File: src/rtl/nav_pkg.sv
// Shared navigation definitions: position-mux selects, flight modes and sequencer state encodings.
package nav_pkg;

  localparam logic [3:0] POS_RESET  = 4'b0001;
  localparam logic [3:0] POS_NORMAL = 4'b0010;
  localparam logic [3:0] POS_JUMP   = 4'b0100;

  localparam logic [3:0] MODE_HALT    = 4'b0001;
  localparam logic [3:0] MODE_ATTACK  = 4'b0010;
  localparam logic [3:0] MODE_DEFENSE = 4'b0100;
  localparam logic [3:0] MODE_STEALTH = 4'b1000;

  typedef enum logic [2:0] {
    ST_HOME     = 3'b000,
    ST_CRUISE   = 3'b001,
    ST_CHARGE   = 3'b010,
    ST_JUMP     = 3'b011,
    ST_COOLDOWN = 3'b100
  } nav_state_t;

  function automatic logic is_onehot4(input logic [3:0] v);
    return (v != 4'b0000) && ((v & (v - 4'b0001)) == 4'b0000);
  endfunction

endpackage

File: src/rtl/nav_timer.sv
// Loadable down-counter shared by the charge and cooldown phases; done flags a zero count.
module nav_timer #(
  parameter int CW = 8
) (
  input  logic          clk,
  input  logic          rst_n,
  input  logic          i_load,
  input  logic [CW-1:0] i_load_val,
  input  logic          i_dec,
  output logic          o_done
);

  logic [CW-1:0] r_count;

  // Load has priority over decrement; the caller never decrements at zero.
  always_ff @(posedge clk or negedge rst_n) begin
    if (!rst_n) begin
      r_count <= '0;
    end else if (i_load) begin
      r_count <= i_load_val;
    end else if (i_dec) begin
      r_count <= r_count - CW'(1);
    end else begin
      r_count <= r_count;
    end
  end

  assign o_done = (r_count == '0);

endmodule

File: src/rtl/nav_sequencer.sv
// Jump/flight-mode sequencer: arbitrates jump and mode requests, times charge and cooldown,
// and drives the position-mux select and velocity mode for the downstream datapath.
module nav_sequencer
  import nav_pkg::*;
#(
  parameter int K               = 16,
  parameter int CHARGE_CYCLES   = 8,
  parameter int COOLDOWN_CYCLES = 4,
  parameter int CW              = 8
) (
  input  logic           clk,
  input  logic           rst_n,
  input  logic           cmd_home,
  input  logic           jump_req,
  input  logic [3*K-1:0] jump_target,
  output logic           jump_ack,
  input  logic           mode_req,
  input  logic [3:0]     mode_in,
  output logic           mode_ack,
  output logic           req_err,
  output logic [3:0]     pos_mode,
  output logic [3:0]     mode,
  output logic [3*K-1:0] jump_position,
  output logic           busy,
  output logic [2:0]     state_o
);

  localparam logic [CW-1:0] CHARGE_LOAD   = CW'(CHARGE_CYCLES - 1);
  localparam logic [CW-1:0] COOLDOWN_LOAD = CW'(COOLDOWN_CYCLES - 1);

  nav_state_t     r_state;
  logic [3:0]     r_pos_mode;
  logic [3:0]     r_mode;
  logic [3:0]     r_saved_mode;
  logic [3*K-1:0] r_jump_pos;
  logic           r_jump_ack;
  logic           r_mode_ack;
  logic           r_req_err;
  logic           r_busy;

  logic           w_load;
  logic [CW-1:0]  w_load_val;
  logic           w_dec;
  logic           w_done;

  nav_timer #(.CW(CW)) u_timer (
    .clk       (clk),
    .rst_n     (rst_n),
    .i_load    (w_load),
    .i_load_val(w_load_val),
    .i_dec     (w_dec),
    .o_done    (w_done)
  );

  // Timer control mirrors the transitions taken by the state register below.
  always_comb begin
    w_load     = 1'b0;
    w_load_val = '0;
    w_dec      = 1'b0;
    case (r_state)
      ST_CRUISE: begin
        if (!cmd_home && jump_req) begin
          w_load     = 1'b1;
          w_load_val = CHARGE_LOAD;
        end else begin
          w_load = 1'b0;
        end
      end
      ST_CHARGE: begin
        w_dec = !w_done;
      end
      ST_JUMP: begin
        w_load     = 1'b1;
        w_load_val = COOLDOWN_LOAD;
      end
      ST_COOLDOWN: begin
        if (cmd_home) begin
          w_load = 1'b1;
        end else begin
          w_dec = !w_done;
        end
      end
      default: begin
        w_load = 1'b0;
      end
    endcase
  end

  // Sequencer state and every registered output.
  always_ff @(posedge clk or negedge rst_n) begin
    if (!rst_n) begin
      r_state      <= ST_HOME;
      r_pos_mode   <= POS_RESET;
      r_mode       <= MODE_HALT;
      r_saved_mode <= MODE_HALT;
      r_jump_pos   <= '0;
      r_jump_ack   <= 1'b0;
      r_mode_ack   <= 1'b0;
      r_req_err    <= 1'b0;
      r_busy       <= 1'b0;
    end else begin
      r_jump_ack <= 1'b0;
      r_mode_ack <= 1'b0;
      r_req_err  <= 1'b0;
      case (r_state)
        ST_HOME: begin
          r_state    <= ST_CRUISE;
          r_pos_mode <= POS_NORMAL;
          r_busy     <= 1'b0;
          if (mode_req && is_onehot4(mode_in)) begin
            r_mode     <= mode_in;
            r_mode_ack <= 1'b1;
          end
          r_req_err <= jump_req || (mode_req && !is_onehot4(mode_in));
        end
        ST_CRUISE: begin
          if (cmd_home) begin
            r_state    <= ST_HOME;
            r_pos_mode <= POS_RESET;
            r_req_err  <= jump_req || mode_req;
          end else begin
            if (mode_req && is_onehot4(mode_in)) begin
              r_mode     <= mode_in;
              r_mode_ack <= 1'b1;
            end
            r_req_err <= mode_req && !is_onehot4(mode_in);
            // A simultaneous mode change and jump are both accepted on this edge.
            if (jump_req) begin
              r_jump_pos <= jump_target;
              r_jump_ack <= 1'b1;
              r_state    <= ST_CHARGE;
              r_busy     <= 1'b1;
            end
          end
        end
        ST_CHARGE: begin
          r_req_err <= jump_req || mode_req;
          if (w_done) begin
            r_state    <= ST_JUMP;
            r_pos_mode <= POS_JUMP;
          end
        end
        ST_JUMP: begin
          r_req_err    <= jump_req || mode_req;
          r_state      <= ST_COOLDOWN;
          r_pos_mode   <= POS_NORMAL;
          r_saved_mode <= r_mode;
          r_mode       <= MODE_HALT;
        end
        ST_COOLDOWN: begin
          r_req_err <= jump_req || mode_req;
          if (cmd_home) begin
            r_state    <= ST_HOME;
            r_pos_mode <= POS_RESET;
            r_mode     <= r_saved_mode;
            r_busy     <= 1'b0;
          end else if (w_done) begin
            r_state <= ST_CRUISE;
            r_mode  <= r_saved_mode;
            r_busy  <= 1'b0;
          end
        end
        default: begin
          r_state    <= ST_HOME;
          r_pos_mode <= POS_RESET;
          r_busy     <= 1'b0;
        end
      endcase
    end
  end

  assign jump_ack      = r_jump_ack;
  assign mode_ack      = r_mode_ack;
  assign req_err       = r_req_err;
  assign pos_mode      = r_pos_mode;
  assign mode          = r_mode;
  assign jump_position = r_jump_pos;
  assign busy          = r_busy;
  assign state_o       = r_state;

endmodule

File: config.mk
export PLATFORM = sky130hd
export DESIGN_NAME = nav_sequencer
export DESIGN_NICKNAME = d
export VERILOG_FILES = /design/src/rtl/nav_pkg.sv /design/src/rtl/nav_timer.sv /design/src/rtl/nav_sequencer.sv
export SDC_FILE = /design/constraint.sdc
export NUM_CORES = 1
export LEC_CHECK = 0
export BUFFER_PORTS_ARGS = -buffer_cell sky130_fd_sc_hd__buf_2
export CORE_ASPECT_RATIO = 1.2
export CORE_MARGIN = 5
export CORE_UTILIZATION = 44
export DETAILED_ROUTE_END_ITERATION = 8
export PLACE_DENSITY = 0.8
export RECOVER_POWER = 100
export SLEW_MARGIN = 20
export SYNTH_ARGS = -nofsm -noshare
export SYNTH_HDL_FRONTEND = slang
export SYNTH_SLANG_ARGS = --single-unit
File: constraint.sdc
create_clock -name clk -period 4.5 [get_ports clk]
set_input_delay 0.225 -clock clk [delete_from_list [all_inputs] [get_ports clk]]
set_output_delay 0.225 -clock clk [all_outputs]
set_load 0.01 [all_outputs]
==> results_dict.tcl, run 1 <==
set metrics [dict create \
    arrival_ns 3.11 \
    grt.total_usage_pct 17.9 \
    ios 120 \
    wirelength_mm 7.84 \
    drc 0 \
    grt_pass1_vias 2986 \
    dpl.hpwl_mm 5.57 \
    reg2reg_slack_ns 1.66 \
    synthCells 362 \
    syn_area_um2 3240 \
    crit_end "jump_position[37]" \
    min_path_type "primary input to asynchronous set/reset pin" \
    clkTransAtPathRegs_ns 0.08 \
    nets 534 \
    synth-seq-area-share_pct 57.2 \
    setup_viol 0 \
    die_area_um2 9200 \
    powerDensity_nw_per_um2 674 \
    yosysUniqueCellTypes 42 \
    antenna_found_initial 0 \
    via_per_inst 4.93 \
    drv_cap 0 \
    yosys.area.top_type_share_pct 54.8 \
    wl_per_cell_um 13.8 \
    port-buffer-count 118 \
    rr_startpoint "state_o[0]" \
    cts_made_buffers 9 \
    endpoint_kind "flop" \
    vias 2806 \
    dieWidth_um 88.4 \
    grt_pass1_wl_mm 13.3 \
    cp-startpoint "state_o[0]" \
    holdBufCountCts 0 \
    crit_type "flop to flop" \
    drive_gt1_share_pct 16.9 \
    ys_warn_count 0 \
    fmax_mhz 352 \
    yosysMostFrequentCell "nand2_1" \
    overflow 0 \
    tritoncts "built" \
    slew_headroom_pct 11.3 \
    synth_edf_count 0 \
    synthTopCellsByArea "dfrtp_1 (55%), nand2_1 (19%), dfstp_2 (2.4%), nor2_1 (2.1%), o21ai_0 (2.0%)" \
    fin_crit_sh_pct 63.2 \
    syn-num-nets 421 \
    clock_latency_ns 0.34 \
    synthArstFlopShare_pct 100 \
    clk_path_buf_depth 2 \
    reg2reg_to "jump_position[37]" \
    power.leakage_nw 2.07 \
    synth-seq-cells 74 \
    drtAntennaViolNets 0 \
    gp_congestion 0.862 \
    tightest_slew_ns 1.33 \
    crit_required_ns 4.77 \
    status "complete, no violations" \
    yosysTopAreaCell "dfrtp_1" \
    drt-pass1-iter-count 4 \
    antenna_cells 0 \
    syn2layout_area_growth_pct 23.8 \
    synth_common_cells "nand2_1 (160), dfrtp_1 (71), nor2_1 (18), o21ai_0 (13), clkbuf_1 (11)" \
    final_util_pct 55.5 \
    cts_root_buf "clkbuf_8" \
    initial_core_util_pct 44.9 \
    period_minus_slack_ns 2.84 \
    ctsResizeCount 0 \
    rsz0062_at_grt "no" \
    drv_slew 0 \
    nFillCells 723 \
    post_cts_buffers 0 \
    core_um2 7230 \
    start_kind "flop" \
    cts_htree_levels 3 \
    synth_area_per_cell_um2 8.96 \
    setup_tns_ns 0 \
    worstRegToRegCells 6 \
    cts.sinks 74 \
    grt_max_degree 75 \
    finalClockSkew_ns 0.0102 \
    vdd_drop_max_mv 0.322 \
    finalHoldViolations 0 \
    synth_ff_type "dfrtp_1" \
    die_height_um 104 \
    path_max_fanout 51 \
    drtIter0Drc 170 \
    rows 34 \
]
-- routing by layer --
metal	vias up	part of all wire (%)	track usage, %
met1	1323	42	22.9
met4	0	1.1	7.99
met3	6	7.5	3.80
met5	-	0	0
met2	98	49	28.6
li1	1379	-	-
-- layout by cell type, fill, tap and decap left out, types with 2 or more instances in the layout --
cell type / netlist / layout
buf_2: 4 / 57
o211ai_1: 2 / 2
a21oi_1: 10 / 10
clkbuf_8: 0 / 10
inv_1: 9 / 10
bufinv_16: 0 / 2
nand2_1: 160 / 160
o21ai_0: 13 / 14
nor2b_1: 4 / 4
mux2_2: 4 / 4
dfstp_1: 0 / 2
buf_4: 2 / 2
nor2_1: 18 / 18
nor3_1: 5 / 5
clkbuf_1: 11 / 61
dfrtp_1: 71 / 71
xor2_1: 6 / 6
ha_1: 2 / 2
nand3_1: 9 / 8
a31oi_1: 2 / 2
mux2_1: 4 / 4
-- registers in the layout (all words and copies together) (netlist names) --
register,flops
mode,4
mode_ack,1
busy,1
jump_ack,1
req_err,1
u_timer.r_count,8
pos_mode,3
r_saved_mode,4
state_o,3
jump_position,48
-- through the flow --
step	cells	worst slack (ns)	hold WS, ns	instance area [um^2]	power (mW)
floorplan	362	2.65	-0.0706	3240	1.80
detailed placement	554	2.12	0.418	3890	2.23
global route	569	1.32	0.0672	4020	2.92
global placement	554	2.25	0.415	3890	2.18
CTS	569	2.11	0.0540	4100	2.80
finish	569	1.66	0.0166	4020	2.71
-- report_power, final --
part / total (mW) / switching (mW) / internal, mW
Sequential: 1.18 / 0.220 / 0.956
Clock: 0.565 / 0.239 / 0.326
Combinational: 0.965 / 0.604 / 0.362
-- worst min-delay path by stage --
| stage | startpoint | to | slack, ns |
|---|---|---|---|
| after CTS | jump_target[47] | jump_position[47] | 0.05 |
| final | rst_n | pos_mode[1] | 0.02 |
| after global placement | rst_n | jump_position[28] | 0.41 |
| after floorplan | rst_n | busy | -0.07 |
| after detailed placement | jump_target[3] | jump_position[3] | 0.42 |
| after global routing | jump_target[44] | jump_position[44] | 0.07 |
-- kinds of logic after synthesis --
family	after synthesis	synth area share, %
multiplexers	8	2.78
AO/OA/AOI/OAI	37	7.48
adder cells (fa/ha/maj)	2	0.771
flip-flops	74	57.2
buffers and inverters	27	3.51
other	1	0.116
XOR/XNOR	7	1.89
AND/OR/NAND/NOR	206	26.3
-- worst max-delay path, cell delays in order (launching register included) --
cell and delay (ns):
dfrtp_1 0.67, nor2b_1 0.38, nand3_2 0.11, buf_4 0.29
inv_1 1.02, nand2_1 0.14, nand2_1 0.12
-- layout make-up --
type,instances,area (um^2),share of cell area (%)
sequential,74,1860,46.2
multi-input combinational,261,1270,31.5
timing repair buffer,119,526,13.1
clock buffer,11,141,3.52
tap,90,113,2.80
clock inverter,4,76.3,1.90
inverter,10,37.5,0.935
No activity file was read; power rests on OpenSTA's default activity.
==> inputs of run 2 (changes only) <==
==> constraint.sdc (replaced) <==
create_clock -name clk -period 2.7 [get_ports clk]
set_input_delay 0.135 -clock clk [delete_from_list [all_inputs] [get_ports clk]]
set_output_delay 0.135 -clock clk [all_outputs]
set_load 0.01 [all_outputs]
==> run 2 against run 1 <==
Effect of this change: the flow now finishes with violations (capacitance limit, slew limit); count of clock-buffer cells in the layout down 1; flip-flop and latch count unchanged; first-iteration DRC count down 23%; final cell count up 9.1%; fmax up 26%; hold slack better by 0.10 ns; critical path depth unchanged; routed wire length up 9.7%; sequential power up 66%; die area unchanged; register-to-register slack worse by 1.2 ns; core utilization up 7.3 points; critical endpoint is now u_timer.r_count[5]; largest cell class unchanged; largest power group unchanged; highest routed layer unchanged.
==> results_dict.tcl, run 2 (synthesis gave the netlist of run 1 again) <==
set metrics [dict create \
    status "finished, violations left" \
    violations "capacitance limit, slew limit" \
    arrival_ns 2.52 \
    overflow 0 \
    dieWidth_um 88.4 \
    rr_startpoint "state_o[2]" \
    layout_commonest_cell "nand2_1" \
    tightest_slew_ns 1.77 \
    start_kind "flop" \
    cpPeakStageDelay_ns 0.64 \
    rsz0062_at_grt "no" \
    hold_path_depth 3 \
    grt_max_degree 75 \
    finalClockSkew_ns 0.0119 \
    hp-start "mode_req" \
    clkTransAtPathRegs_ns 0.08 \
    endpoint_kind "flop" \
    clk_path_buf_depth 2 \
    setup_tns_ns 0 \
    min_path_type "primary input to flop" \
    path_max_fanout 18 \
    via_per_inst 4.91 \
    critical_path.slowest_cell "dfrtp_1" \
    finalHoldViolations 0 \
    cts_htree_levels 3 \
    critPathTopFamily "simple AND/OR/NAND/NOR gates" \
    fin_crit_sh_pct 83.9 \
    antenna_found_initial 0 \
    drc 0 \
    gp_congestion 0.807 \
    cts.sinks 74 \
    drtIter0Drc 131 \
    grt_pass1_wl_mm 14.8 \
    crit_end "u_timer.r_count[5]" \
    syn2layout_area_growth_pct 40.0 \
    final_cell_mix "nand2_1 (160), dfrtp_1 (71), clkbuf_1 (61)" \
    period_minus_slack_ns 2.27 \
    wl_per_cell_um 13.8 \
    crit_required_ns 2.96 \
    vias 3048 \
    crit_type "flop to flop" \
    cts_made_buffers 9 \
    vdd_drop_max_mv 0.570 \
    initial_core_util_pct 44.9 \
    drive_gt1_share_pct 16.0 \
    grt_pass1_vias 3205 \
    clock_latency_ns 0.34 \
    nets 586 \
    tritoncts "built" \
    cp-startpoint "state_o[2]" \
    powerDensity_nw_per_um2 1030 \
    die_height_um 104 \
    cp_num_buf_inv 1 \
    core_um2 7230 \
    power.leakage_nw 2.30 \
    cts_root_buf "clkbuf_8" \
    antenna_cells 0 \
    dpl.hpwl_mm 5.42 \
    reg2reg_slack_ns 0.43 \
    largest_register_ffs 48 \
    die_area_um2 9200 \
    setup_viol 0 \
    ios 120 \
    drv_cap 1 \
    grt.total_usage_pct 20.2 \
    drt-pass1-iter-count 4 \
    ctsResizeCount 0 \
    slew_headroom_pct -18.2 \
    path_cells "or3b_1, a221oi_1, clkbuf_1, nand3_1, xor2_1, nor2_1" \
    fmax_mhz 441 \
    rows 34 \
    reg2reg_to "u_timer.r_count[5]" \
    port-buffer-count 118 \
    drv_slew 75 \
    drtAntennaViolNets 0 \
    final_util_pct 62.8 \
    crit_cells 6 \
    wirelength_mm 8.60 \
    worstRegToRegCells 6 \
]
[run 2: area by class of cell]
class | count | area [um^2]
clock inverter | 5 | 103
fill | 599 | 2690
sequential | 74 | 1860
timing repair buffer | 171 | 1030
clock buffer | 10 | 138
multi-input combinational | 261 | 1270
inverter | 10 | 37.5
tap | 90 | 113
[run 2: worst min-delay path by stage]
| stage | to | slack (ns) |
|---|---|---|
| 5_1_grt | req_err | 0.12 |
| 3_3_place_gp | u_timer.r_count[6] | 0.32 |
| 3_5_place_dp | busy | 0.33 |
| 6_report | req_err | 0.12 |
| 4_1_cts | req_err | 0.10 |
| 2_1_floorplan | busy | -0.16 |
[run 2: power by group]
group          total, mW  switching (mW)  internal (mW)
logic               1.69            1.04          0.653
registers           1.96           0.365           1.59
clock network       1.02           0.391          0.632
[run 2: timing repair]
action	4_1_cts	5_1_grt
hold buffers	49	0
setup buffers	0	0
hold endpoints to repair	119	0
[run 2: per-stage QoR]
stage | setup WS [ns] | hold slack [ns] | cell area [um^2] | instances | power, mW
after detailed placement | 0.632 | 0.326 | 3910 | 557 | 3.73
after floorplan | 0.847 | -0.161 | 3240 | 362 | 3.00
final | 0.434 | 0.120 | 4540 | 621 | 4.67
after global placement | 0.699 | 0.322 | 3910 | 557 | 3.64
after global routing | 0.221 | 0.119 | 4540 | 621 | 5.05
after CTS | 0.607 | 0.101 | 4640 | 621 | 4.83
[run 2: per-layer routing]
metal,share of wire (%),track usage (%),vias to the layer above
met5,0,0,-
met4,1.6,8.64,0
met3,7.7,5.94,14
met2,51,33.0,113
met1,39,24.2,1428
li1,-,-,1493
[run 2: worst min-delay path, cell delays in order]
cell	delay (ns)
buf_2	0.12
nand3_1	0.09
o21ai_0	0.08
==> inputs of run 3 (changes only) <==
==> constraint.sdc (replaced) <==
create_clock -name clk -period 2.1 [get_ports clk]
set_input_delay 0.105 -clock clk [delete_from_list [all_inputs] [get_ports clk]]
set_output_delay 0.105 -clock clk [all_outputs]
set_load 0.01 [all_outputs]
==> run 3 against run 2 <==
Effect of this change: the run still ends with capacitance limit, slew limit left; largest cell class unchanged; global-route usage decreased by 0.13 points; final area increased by 0.80%; routed wire length increased by 0.63%; clock skew decreased by 0.0021 ns; via count increased by 0.56%; sequential share of layout area decreased by 0.32 points.
==> results_dict.tcl, run 3 (synthesis gave the netlist of run 1 again) <==
set metrics [dict create \
    initial_core_util_pct 44.9 \
    fin_crit_sh_pct 90.7 \
    ctsResizeCount 0 \
    period_minus_slack_ns 1.91 \
    crit_required_ns 2.31 \
    post_cts_buffers 0 \
    clk_path_buf_depth 2 \
    violations "capacitance limit, slew limit" \
    largest_register_ffs 48 \
    ios 120 \
    setup_tns_ns 0 \
    finalClockSkew_ns 0.00981 \
    drtIter0Drc 156 \
    power.leakage_nw 2.32 \
    wirelength_mm 8.65 \
    endpoint_kind "flop" \
    slew_headroom_pct -5.56 \
    die_area_um2 9200 \
    drive_gt1_share_pct 16.6 \
    wl_per_cell_um 13.8 \
    drtAntennaViolNets 0 \
    die_height_um 104 \
    cts_root_buf "clkbuf_8" \
    vdd_drop_max_mv 0.695 \
    seqPwrFrac_pct 41.5 \
    nets 589 \
    clock_latency_ns 0.34 \
    drv_cap 1 \
    rows 34 \
    drc 0 \
    switching_share_pct 39.1 \
    start_kind "flop" \
    core_um2 7230 \
    grt_pass1_wl_mm 14.8 \
    final_cell_mix "nand2_1 (160), dfrtp_1 (71), clkbuf_1 (60)" \
    via_per_inst 4.90 \
    drt-pass1-iter-count 4 \
    fmax_mhz 525 \
    tritoncts "built" \
    combPwrFrac_pct 38.6 \
    power.share.clock_pct 19.9 \
    net-switching-power_mw 2.33 \
    cts_htree_levels 3 \
    grt.total_usage_pct 20.0 \
    layout_commonest_cell "nand2_1" \
    min_path_type "primary input to flop" \
    powerDensity_nw_per_um2 1300 \
    finalPower_mw 5.96 \
    rsz0062_at_grt "no" \
    dpl.hpwl_mm 5.44 \
    finalHoldViolations 0 \
    path_max_fanout 4 \
    clkTransAtPathRegs_ns 0.07 \
    antenna_cells 0 \
    setup_viol 0 \
    holdBufCountCts 49 \
    gp_congestion 0.817 \
    cts.sinks 74 \
    grt_max_degree 75 \
    vias 3065 \
    status "finished, violations left" \
    intPower_mw 3.63 \
    tightest_slew_ns 1.58 \
    antenna_found_initial 0 \
    grt_pass1_vias 3246 \
    arrival_ns 2.12 \
    overflow 0 \
    port-buffer-count 118 \
    crit_type "flop to flop" \
    drv_slew 75 \
    nFillCells 613 \
    dieWidth_um 88.4 \
    syn2layout_area_growth_pct 41.1 \
    cts_made_buffers 9 \
]
[run 3: cell types whose count changed in the layout (fill, tap and decap cells not counted), sizes merged]
| cell | before | now |
|---|---|---|
| clkinvlp | 1 | 0 |
| buf | 59 | 66 |
| clkinv | 1 | 4 |
| bufinv | 3 | 2 |
| clkbuf | 73 | 69 |
[run 3: worst max-delay path, cell delays in order, from the launching register on]
cell      delay, ns
dfrtp_1        0.38
inv_1          0.11
ha_1           0.16
nor3b_1        0.25
nand2_1        0.13
o21bai_1       0.19
a41oi_2        0.21
mux2_1         0.36
[run 3: cell type report]
| type | instances | area (um^2) | share of cell area (%) |
|---|---|---|---|
| Multi-Input combinational cell | 261 | 1270 | 27.7 |
| Clock buffer | 10 | 128 | 2.79 |
| Inverter | 10 | 37.5 | 0.820 |
| Tap cell | 90 | 113 | 2.46 |
| Sequential cell | 74 | 1860 | 40.5 |
| Timing Repair Buffer | 174 | 1080 | 23.7 |
| Clock inverter | 6 | 91.3 | 2.00 |
[run 3: metal layers]
| metal | share of wire [%] | up-vias | wire (um) | track usage, % |
|---|---|---|---|---|
| met5 | 0 | - | 0 | 0 |
| met2 | 49 | 120 | 4280 | 33.1 |
| met4 | 2.7 | 0 | 235 | 7.88 |
| met3 | 7.4 | 19 | 642 | 4.75 |
| li1 | - | 1494 | - | - |
| met1 | 40 | 1432 | 3490 | 24.9 |
[run 3: path summary, 6_finish.rpt]
check                                         from  cells after the start  slack [ns]            endpoint
worst max-delay path            u_timer.r_count[0]                      7        0.19             mode[1]
worst min-delay path                      mode_req                      3         0.1             req_err
worst max register to register  u_timer.r_count[0]                      7        0.19             mode[1]
worst min register to register   jump_position[14]                      2        0.48   jump_position[14]
max in group asynchronous                    rst_n                      2        0.43   jump_position[23]
min in group asynchronous                    rst_n                      2        0.73  u_timer.r_count[3]
[run 3: metrics by stage]
step                instance area [um^2]  worst slack [ns]  std cells  hold WS, ns  utilization (%)
floorplan                           3240             0.247        362       -0.191                -
global placement                    3960             0.283        560        0.289             54.7
detailed placement                  3960             0.200        560        0.297             54.7
CTS                                 4670             0.171        625       0.0819             64.5
global route                        4580            0.0171        625        0.122             63.3
finish                              4580             0.194        625       0.0970             63.3
[run 3: power by group through the flow]
stage	combinational, mW	sequential (mW)	clock (mW)
6_report	2.30	2.48	1.19
3_5_place_dp	2.39	2.46	0
5_1_grt	2.61	2.55	1.27
3_3_place_gp	2.30	2.45	0
2_1_floorplan	1.20	2.66	0
4_1_cts	2.46	2.46	1.22
